`src/rtl/instr_sequencer.sv`:
```
// Multi-cycle fetch/decode/execute/mem/writeback sequencer sharing one memory port.
// Optional: define SEQ_TIMEOUT_EN to fault when mem_ack does not arrive within TIMEOUT request cycles.
//
// state   | meaning
// IDLE    | waiting for run at an instruction boundary
// FETCH   | instruction read from PC, ir loads on ack
// DECODE  | PC+1 strobe, halt check
// EXEC    | branch resolve or dispatch to MEM/WB
// MEM     | data access at ALU address
// WB      | register-file write strobe
// HALT    | sticky halt
// FAULT   | sticky memory timeout
module instr_sequencer #(
  parameter int InstrWidth = 16,
  parameter int TIMEOUT    = 15
) (
  input  logic                  clk,
  input  logic                  rst_n,
  input  logic                  run,
  input  logic                  mem_ack,
  input  logic [InstrWidth-1:0] mem_rdata,
  input  logic                  dec_halt,
  input  logic                  dec_branch,
  input  logic                  dec_mem_read,
  input  logic                  dec_mem_write,
  input  logic                  dec_reg_write,
  input  logic                  alu_zero,
  output logic [InstrWidth-1:0] ir,
  output logic                  mem_req,
  output logic                  mem_we,
  output logic                  mem_data_sel,
  output logic                  pc_inc,
  output logic                  pc_load_branch,
  output logic                  reg_write_en,
  output logic                  busy,
  output logic                  halted,
  output logic                  fault
);

  typedef enum logic [2:0] {
    S_IDLE, S_FETCH, S_DECODE, S_EXEC, S_MEM, S_WB, S_HALT, S_FAULT
  } state_t;

  state_t                r_state;
  logic [InstrWidth-1:0] r_ir;
  state_t                w_boundary;
  logic                  w_expired;
  logic                  w_req_state;

  if (TIMEOUT < 1 || TIMEOUT > 255) begin : g_bad_timeout
    $error("instr_sequencer: TIMEOUT must be in 1..255");
  end

  assign w_boundary  = run ? S_FETCH : S_IDLE;
  assign w_req_state = (r_state == S_FETCH) || (r_state == S_MEM);

`ifdef SEQ_TIMEOUT_EN
  localparam logic [7:0] WaitLast = 8'(TIMEOUT - 1);
  logic [7:0] r_wait;

  // The counter is zero whenever a request phase starts, so it needs no explicit entry clear.
  always_ff @(posedge clk or negedge rst_n) begin
    if (!rst_n)                     r_wait <= '0;
    else if (w_req_state && !mem_ack) r_wait <= r_wait + 8'd1;
    else                            r_wait <= '0;
  end

  assign w_expired = w_req_state && !mem_ack && (r_wait == WaitLast);
  assign fault     = (r_state == S_FAULT);
`else
  assign w_expired = 1'b0;
  assign fault     = 1'b0;
`endif

  always_ff @(posedge clk or negedge rst_n) begin
    if (!rst_n) begin
      r_state <= S_IDLE;
      r_ir    <= '0;
    end else begin
      case (r_state)
        S_IDLE:   if (run) r_state <= S_FETCH;
        S_FETCH: begin
          if (mem_ack) begin
            r_ir    <= mem_rdata;
            r_state <= S_DECODE;
          end else if (w_expired) begin
            r_state <= S_FAULT;
          end
        end
        S_DECODE: r_state <= dec_halt ? S_HALT : S_EXEC;
        S_EXEC: begin
          if (dec_branch)                       r_state <= w_boundary;
          else if (dec_mem_write || dec_mem_read) r_state <= S_MEM;
          else if (dec_reg_write)               r_state <= S_WB;
          else                                  r_state <= w_boundary;
        end
        S_MEM: begin
          if (mem_ack)        r_state <= dec_mem_write ? w_boundary : S_WB;
          else if (w_expired) r_state <= S_FAULT;
        end
        S_WB:    r_state <= w_boundary;
        S_HALT:  r_state <= S_HALT;
        S_FAULT: r_state <= S_FAULT;
        default: r_state <= S_IDLE;
      endcase
    end
  end

  // Outputs decode straight from the state register so reset clears them without a clock.
  assign ir             = r_ir;
  assign mem_req        = w_req_state;
  assign mem_data_sel   = (r_state == S_MEM);
  assign mem_we         = (r_state == S_MEM) && dec_mem_write;
  assign pc_inc         = (r_state == S_DECODE);
  assign pc_load_branch = (r_state == S_EXEC) && dec_branch && alu_zero;
  assign reg_write_en   = (r_state == S_WB);
  assign busy           = (r_state == S_FETCH) || (r_state == S_DECODE) || (r_state == S_EXEC) ||
                          (r_state == S_MEM)   || (r_state == S_WB);
  assign halted         = (r_state == S_HALT);

endmodule

```
`config.mk`:
```
export PLATFORM = sky130hd
export DESIGN_NAME = instr_sequencer
export DESIGN_NICKNAME = d
export VERILOG_FILES = /design/src/rtl/instr_sequencer.sv
export SDC_FILE = /design/constraint.sdc
export NUM_CORES = 1
export LEC_CHECK = 0
export CAP_MARGIN = 15
export CORE_MARGIN = 2
export CORE_UTILIZATION = 37
export DETAILED_ROUTE_END_ITERATION = 6
export PLACE_DENSITY_LB_ADDON = 0.05
export SETUP_SLACK_MARGIN = 0.4
export SYNTH_ARGS = -nofsm -noshare
export SYNTH_HDL_FRONTEND = slang
export SYNTH_SLANG_ARGS = --single-unit
```
`constraint.sdc`:
```
create_clock -name clk -period 2.2 [get_ports clk]
set_clock_uncertainty 0.2 [all_clocks]
set_input_delay 0.33 -clock clk [delete_from_list [all_inputs] [get_ports clk]]
set_output_delay 0.33 -clock clk [all_outputs]
set_load 0.03 [all_outputs]
```
==> results of run 1 <==
-- what timing repair did --
item | CTS | global route
gates cloned | 0 | 0
setup buffers | 9 | 0
pin swaps | 1 | 0
setup endpoints to repair | 40 | 25
gates resized for setup | 57 | 15
-- per-layer routing --
| metal | GRT usage | share of wire | vias up |
|---|---|---|---|
| met5 | 0 | 0 | - |
| met4 | 0.04701 | 0.020 | 0 |
| met3 | 0.07778 | 0.080 | 5 |
| met2 | 0.3210 | 0.52 | 36 |
| met1 | 0.2018 | 0.37 | 410 |
| li1 | - | - | 393 |
-- sequential cells by signal, indices dropped and copies added, names as in the netlist --
register  count
ir           16
r_state       3
-- metrics by stage --
step | power (mW) | utilization
2_1_floorplan | 1.496 | -
3_3_place_gp | 2.012 | 0.6317
3_5_place_dp | 2.041 | 0.6317
4_1_cts | 2.217 | 0.6658
5_1_grt | 2.407 | 0.6800
6_report | 2.273 | 0.6800
-- layout by cell type, fill, tap and decap left out --
cell and count:
and3_1 1, xor2_1 1, nand3b_1 1, clkbuf_4 3, dfrtp_2 2, dlygate4sd2_1 16, nand2b_1 1, nor2_4 1
dfrtp_1 17, nor3b_4 1, inv_1 2, nor2_1 6, o21ai_0 3, mux2_2 16, a21oi_1 4, nor2b_1 1
and2_4 1, a21oi_2 1, buf_4 14, clkdlybuf4s50_1 25, a21o_1 2, buf_6 6, nor3_2 1, nand2_1 1
a32o_1 1, conb_1 1, nand2b_4 2, clkinv_2 1, nor3_1 2, nor4_1 1, o311ai_0 1, o22ai_1 1
buf_8 1
-- report_power, final --
part | total, mW | internal, mW | switching, mW
clock network | 0.179 | 0.0679 | 0.111
logic | 1.45 | 0.656 | 0.798
registers | 0.640 | 0.529 | 0.111
-- critical path, cell delays in order (launching register included) --
cell and delay [ps]:
dfrtp_2 470, nand2b_4 190, a21oi_2 200, buf_4 190
-- worst max path at each step --
stage	startpoint	endpoint	slack, ps	cells after the start
floorplan	r_state[0]	mem_req	370	3
global placement	r_state[2]	mem_req	140	3
detailed placement	r_state[2]	mem_req	50	3
CTS	r_state[2]	mem_req	350	3
global route	r_state[0]	mem_req	280	4
finish	r_state[2]	mem_req	320	3
-- kinds of logic (layout without fill, tap and decap cells) --
group | after synthesis | count (layout) | synth area share
and+or+nand+nor | 20 | 20 | 0.1344
other | 1 | 1 | 0.004111
xor gates and xnor gates | 1 | 1 | 0.009604
AOI/OAI and AO/OA | 13 | 13 | 0.08778
muxes | 16 | 16 | 0.1975
DFF | 19 | 19 | 0.5213
buffers and inverters | 7 | 68 | 0.04527
-- area by class of cell --
type	count	share of cell area
Tap cell	28	0.02264
Inverter	2	0.004850
Clock buffer	3	0.01455
Multi-Input combinational cell	51	0.2724
Sequential cell	19	0.3088
Clock inverter	1	0.003234
Timing Repair Buffer	62	0.3735
==> metrics.md, run 1 <==
| Metric | Value |
|---|---|
| Status | finished clean |
| Placed Cells | 153 |
| Async SR Flop Fraction | 1.000 |
| Via density | a little over 5 |
| Worst EP required | ~1700 ps |
| Hpwl dp | ~1600 um |
| Post-Layout Cell Count | around 170 |
| Starting density of the core | 0.4008 |
| Leakage power | between 0.7 and 0.8 nW |
| Placer congestion estimate | 0.8389 |
| R2R cell count | 5 |
| Die ar. | ~2900 sq um |
| Post-route DRC | 0 |
| PwrDens | 1469 nW/um^2 |
| Crit Path Category | flop to output port |
| Syn Area/Cell | between 10 and 15 sq um |
| Register bit count reported by yosys | 19 |
| YS warnings | 0 |
| Num ports | 51 |
| Largest net degree at the start of global routing | 20 |
| Setup Slack @ Placement | 48.50 ps |
| Post-synth cell types | 25 |
| DR pass1 iterations | 4 |
| Final instance area | 1548 sq um |
| # clock sinks | 19 |
| Row count | 17 |
| Clock Latency Late Sink | 300 ps |
| Hold slack final | 147.2 ps |
| CTS tree | built |
| Register area | around 480 sq um |
| Post-Syn Area | around 910 sq um |
| Fin Setup TNS | 0 ps |
| Share of post-route cells with drive strength above 1 | 0.3623 |
| Die Y | 53.65 um |
| FF-to-FF Start | r_state[1] |
| FMAX | about 0.53 GHz |
| Synth top area share | 0.5213 |
| Wire per inst | roughly 14 um |
| CTS Buf Count | 3 |
| Global-route wire length before repair | between 3000 and 4000 um |
| Initial antenna violation count | 0 |
| Core Area | 2276 sq um |
| Hold buffer count at CTS | 0 |
| Clock transition at the registers of the reported paths | 110 ps |
| RSZ-0062 raised after global routing | true |
| Sequential area share after synthesis | 0.5213 |
| Final setup viols | 0 |
| Synth area leaders | dfrtp_1, mux2_2, nor2_1 |
| Final nets | 165 |
| Fillcell total | 183 |
| Vias in the first global route | roughly 790 |
| Final period util | 0.8545 |
| Crit. End Element | output port |
| Placed cell areas | 1438 sq um |
| Clock root cell | clkbuf_4 |
| Syn Nets | 103 |
| Port Buffers | just under 50 |
| R2r endpoint | ir[12] |
| R2R setup slack | around 390 ps |
| Iter 0 DRT Violations | 7 |
| Grt total ovfl | 0 |
| Worst IR Drop VDD | roughly 0.00086 V |
| Final max-slew violation count | 0 |
| Area leader, netlist | dfrtp_1 |
| Via Count | between 800 and 900 |
| CP max FO | 7 |
| Hold Path Class | input port to asynchronous set/reset pin |
| Most common cell in the synthesized netlist | dfrtp_1 |
| H-Tree Depth | 1 |
| Top post-synthesis cells by count | dfrtp_1, mux2_2, nor2_1 |
| Area of the multi-input gates | 421.7 sq um |
| CP startpoint kind | flop |
| Final setup margin | 320.0 ps |
| Clock Tree Buf Depth | 2 |
| Wirelength, routed | 2399 um |
| Arr. time, crit path | around 1400 ps |
| Maxcap violations | 0 |
| Post-synth EDFFs | 0 |
| Die width | 53.65 um |
| Final Hold Vio Count | 0 |
| Global Route Usage Sum | 0.1825 |
| Antenna diodes | 0 |
| Synth-to-layout area growth | 69.68% |
| Predominant post-synthesis flop cell | dfrtp_1 |
| Antenna Nets Post-Route | 0 |
| Cells after Synth | 77 |
| Min cycle time layout | 1880 ps |
Note: power is estimated with default switching activity, not from simulation.
==> run 2, diff against run 1 <==
Settings changed: GPL_TIMING_DRIVEN from default to 0.
==> run 2 against run 1 <==
  * Via count down 0.24%
  * Clock power down 3%
  * Worst hold slack better by 150 ps
  * Combinational power grew 7%
  * Die area unchanged
  * Utilization up 2.5 points
  * Routed wire length fell by 9.5%
  * Non-clock buffer count increased by 5
  * Critical path depth is 2 higher
  * Global-route usage shrank 1.6 points
  * Worst setup slack improved by 14 ps
  * Cell count rose by 3.0%
  * Largest cell class unchanged
==> metrics.md, run 2 (synthesis gave the netlist of run 1 again) <==
| Metric | Value |
|---|---|
| Starting density of the core | 0.4008 |
| Global-route wire length before repair | 3381 um |
| Synth-to-layout area growth | 75.99% |
| Hold Path Class | input port to asynchronous set/reset pin |
| Final setup margin | 334.0 ps |
| Hold slack final | between 200 and 300 ps |
| Crit-path max cell delay | ~400 ps |
| Crit Path Category | flop to output port |
| Worst path slowest cell | dfrtp_1 |
| Final period util | 0.8482 |
| CTS Buf Count | 3 |
| Iter 0 DRT Violations | 6 |
| Worst EP required | about 1700 ps |
| FMAX | roughly 0.54 GHz |
| Row count | 17 |
| Hold buffer count at CTS | 0 |
| Min cycle time layout | ~1900 ps |
| CP startpoint kind | flop |
| Worst IR Drop VDD | around 0.0011 V |
| Num ports | slightly above 50 |
| Initial antenna violation count | 0 |
| Final instance area | 1605 sq um |
| Leakage power | roughly 0.74 nW |
| Maxcap violations | 0 |
| Cell mode on critical path | buf_6 |
| Most frequent cells in the layout | clkdlybuf4s50_1, dfrtp_1, mux2_2, dlygate4sd2_1, buf_4 |
| Vias in the first global route | 814 |
| Placed Cells | between 150 and 200 |
| Setup Slack @ Placement | -67.10 ps |
| Worst slew pin tran | a little over 800 ps |
| Critical path cell sequence | buf_6, nand2b_4, nor2_4, and2_4, buf_6 |
| Fin Setup TNS | 0 ps |
| Post-Layout Cell Count | between 150 and 200 |
| Wire per inst | 12.69 um |
| PwrDens | approximately 1500 nW/um^2 |
| Clock root cell | clkbuf_4 |
| CP max FO | 5 |
| Clock Latency Late Sink | around 300 ps |
| Arr. time, crit path | 1340 ps |
| Clock transition at the registers of the reported paths | approximately 100 ps |
| Die ar. | 2878 sq um |
| Grt total ovfl | 0 |
| Final Hold Vio Count | 0 |
| Max FFs per register | 16 |
| Placer congestion estimate | between 0.8 and 0.9 |
| Hpwl dp | 1512 um |
| Placed cell areas | approximately 1400 sq um |
| RSZ-0062 raised after global routing | true |
| H-Tree Depth | 1 |
| Core Area | between 2000 and 2500 sq um |
| Via density | ~4.9 |
| Wirelength, routed | roughly 2200 um |
| Clock Tree Buf Depth | 2 |
| Post-route DRC | 0 |
| DR pass1 iterations | 4 |
| Commonest non-fill, non-tap cell in the layout | clkdlybuf4s50_1 |
| Share of post-route cells with drive strength above 1 | 0.3846 |
| Global Route Usage Sum | 0.1661 |
| Antenna Nets Post-Route | 0 |
| Antenna diodes | 0 |
| Crit. End Element | output port |
| Relative max-transition margin | 0.4532 |
| CTS tree | built |
| Port Buffers | slightly below 50 |
| Die width | between 50 and 60 um |
| Via Count | between 800 and 900 |
| # clock sinks | 19 |
| Final nets | 170 |
| Status | finished clean |
| Die Y | between 50 and 60 um |
| Largest net degree at the start of global routing | 20 |
| Final max-slew violation count | 0 |
| Final setup viols | 0 |
==> run 2: per-stage QoR <==
stage,util,total power [mW]
detailed placement,0.6355,2.035
floorplan,-,1.496
global route,0.7053,2.484
finish,0.7053,2.337
CTS,0.6850,2.274
global placement,0.6355,2.011
==> run 2: area by class of cell <==
class	count	area, sq um
clock buffers	4	26.28
flip-flops and latches	19	476.7
plain buffers	5	52.55
well taps	28	35.03
repair buffers	62	578.1
inverters	2	7.507
fillers	185	670.6
multi-input cells	51	429.2
==> run 2: worst max-delay path, delay by kind of cell, from the launching register on <==
kind	cells	cell delay [ps]
buffers and inverters	2	250
DFF	1	400
and+or+nand+nor	3	390
==> run 2: what timing repair did <==
item	CTS	global route
endpoints found under the setup margin	33	8
buffers inserted	10	3
resized for setup	75	7
pin swaps	2	1
==> run 2: power breakdown <==
group / switching [mW] / internal (mW)
Sequential: 0.0844 / 0.528
Clock: 0.102 / 0.0707
Combinational: 0.824 / 0.728
Total: 1.01 / 1.33
==> run 2: worst paths after layout <==
| kind | startpoint | to | slack, ps | cells past startpoint |
|---|---|---|---|---|
| setup / recovery | r_state[0] | mem_we | 330 | 5 |
| hold / removal | rst_n | ir[15] | 290 | 1 |
| setup reg to reg | r_state[2] | r_state[0] | 400 | 7 |
| hold reg to reg | ir[8] | ir[8] | 310 | 1 |
| max in group asynchronous | rst_n | r_state[1] | 950 | 1 |
| min in group clk | ir[8] | ir[8] | 310 | 1 |
==> run 2: routing by layer <==
layer | GRT usage | share of wire | vias to the layer above
met5 | 0 | 0 | -
met4 | 0.05983 | 0.025 | 0
met3 | 0.07222 | 0.094 | 9
met2 | 0.2840 | 0.48 | 41
met1 | 0.1826 | 0.40 | 391
li1 | - | - | 401
==> run 3, diff against run 2 <==
Clock period 2.2 ns to 1.8 ns, I/O delays scaled along.
==> run 3 against run 2 <==
  * The run now ends with negative setup slack left
  * Largest power group unchanged
  * Global-route usage increased by 3.7 points
  * Worst setup slack got worse by 340 ps
  * Register-to-register slack got worse by 390 ps
==> metrics.md, run 3 (synthesis gave the netlist of run 1 again) <==
| Metric | Value |
|---|---|
| # clock sinks | 19 |
| Crit path from | r_state[2] |
| Fin Setup TNS | -15.29 ps |
| PwrDens | approximately 1900 nW/um^2 |
| Port Buffers | 49 |
| Antenna diodes | 0 |
| Die width | around 54 um |
| CTS tree | built |
| Final Hold Vio Count | 0 |
| Starting density of the core | 0.4008 |
| Row count | 17 |
| CP top delay family | flip-flops |
| Final max-slew violation count | 0 |
| Clock root cell | clkbuf_4 |
| Maxcap violations | 0 |
| Arr. time, crit path | 1340 ps |
| Min cycle time layout | 1810 ps |
| Relative max-transition margin | 0.4452 |
| Max FFs per register | 16 |
| Worst path slowest cell | dfrtp_1 |
| Worst IR Drop VDD | approximately 0.0012 V |
| Post-Layout Cell Count | between 150 and 200 |
| Hold Path Class | input port to asynchronous set/reset pin |
| R2R setup slack | 10 ps |
| Die Y | ~54 um |
| Crit-path max cell delay | 430 ps |
| CTS Buf Count | 3 |
| Final setup viols | 2 |
| FF-to-FF Start | r_state[1] |
| Failing checks | negative setup slack |
| CP Buf/Inv Count | 2 |
| FMAX | 0.5526 GHz |
| Clock Tree Buf Depth | 2 |
| Core Area | 2276 sq um |
| Clock transition at the registers of the reported paths | roughly 100 ps |
| Leakage power | 0.8589 nW |
| Final nets | 183 |
| R2r endpoint | r_state[0] |
| Largest net degree at the start of global routing | 20 |
| Iter 0 DRT Violations | 3 |
| Vias in the first global route | 894 |
| CP startpoint kind | flop |
| Via Count | between 800 and 900 |
| CP max FO | 5 |
| Final setup margin | -9.666 ps |
| Via density | between 4 and 5 |
| Antenna Nets Post-Route | 0 |
| Worst EP required | about 1300 ps |
| Wirelength, routed | roughly 2900 um |
| Crit. End Element | output port |
| Most frequent cells in the layout | clkdlybuf4s50_1, buf_6, buf_2, dfrtp_1, mux2_4 |
| Commonest non-fill, non-tap cell in the layout | clkdlybuf4s50_1 |
| Placed Cells | 154 |
| Placer congestion estimate | about 0.74 |
| Die ar. | ~2900 sq um |
| Wire per inst | 15.56 um |
| Total design power | 3.415 mW |
| Grt total ovfl | 0 |
| Crit Path Category | flop to output port |
| Global-route wire length before repair | about 4000 um |
| RSZ-0062 raised after global routing | true |
| Hpwl dp | approximately 1600 um |
| Clock Latency Late Sink | about 290 ps |
| Synth-to-layout area growth | 100.0% |
| Initial antenna violation count | 0 |
| DR pass1 iterations | 4 |
| Final period util | 1.005 |
| R2R cell count | 5 |
| H-Tree Depth | 1 |
| Status | finished with violations |
| Num ports | 51 |
| Critical path cell sequence | buf_6, nand3b_1, nor2_4, buf_6 |
| Share of post-route cells with drive strength above 1 | 0.5962 |
| Post-route DRC | 0 |
| Cell mode on critical path | buf_6 |
| Worst slew pin tran | 829.6 ps |
| Global Route Usage Sum | 0.2026 |
==> run 3: worst max-delay path by stage <==
stage | end | cells past startpoint
floorplan | mem_we | 4
global placement | mem_we | 5
detailed placement | mem_we | 5
CTS | mem_we | 5
global route | mem_we | 5
finish | pc_load_branch | 4
==> run 3: worst reg2reg max path, delay by kind of cell (launching register included) <==
| family | cells | cell delay, ps |
|---|---|---|
| AND/OR/NAND/NOR | 1 | 420 |
| flip-flops | 1 | 460 |
| buffers and inverters | 2 | 260 |
| AO/OA/AOI/OAI | 2 | 360 |
==> run 3: area by class of cell <==
type	count	area [sq um]
Timing Repair Buffer	75	665.6
Inverter	2	7.507
Buffer	5	60.06
Sequential cell	19	476.7
Fill cell	152	451.7
Multi-Input combinational cell	51	553.0
Tap cell	28	35.03
Clock buffer	4	26.28
==> run 3: timing repair <==
item,in CTS,in global routing
setup endpoints to repair,43,27
resized for setup,172,16
hold buffers,0,0
setup buffers,16,7
pin swaps,7,4
gates cloned,2,1
==> run 3: metrics by stage <==
| stage | util | hold WS (ps) | setup slack [ps] | instance area, sq um |
|---|---|---|---|---|
| after floorplan | - | -225.6 | 83.23 | 947.2 |
| after global placement | 0.6471 | 288.6 | -393.6 | 1473 |
| after detailed placement | 0.6471 | 295.9 | -401.3 | 1473 |
| after CTS | 0.7400 | 273.1 | -8.698 | 1684 |
| after global routing | 0.8015 | 305.4 | -80.84 | 1824 |
| final | 0.8015 | 241.4 | -9.666 | 1824 |
==> run 3: metal layers <==
metal,share of wire,GRT usage
met2,0.51,0.3292
met5,0,0
met4,0.0073,0.08974
met3,0.057,0.06389
met1,0.43,0.2460
==> run 3: power by group <==
part           internal, mW  total (mW)  switching [mW]
Combinational          1.24        2.43            1.19
Sequential            0.646       0.774           0.128
Clock                0.0862       0.213           0.126
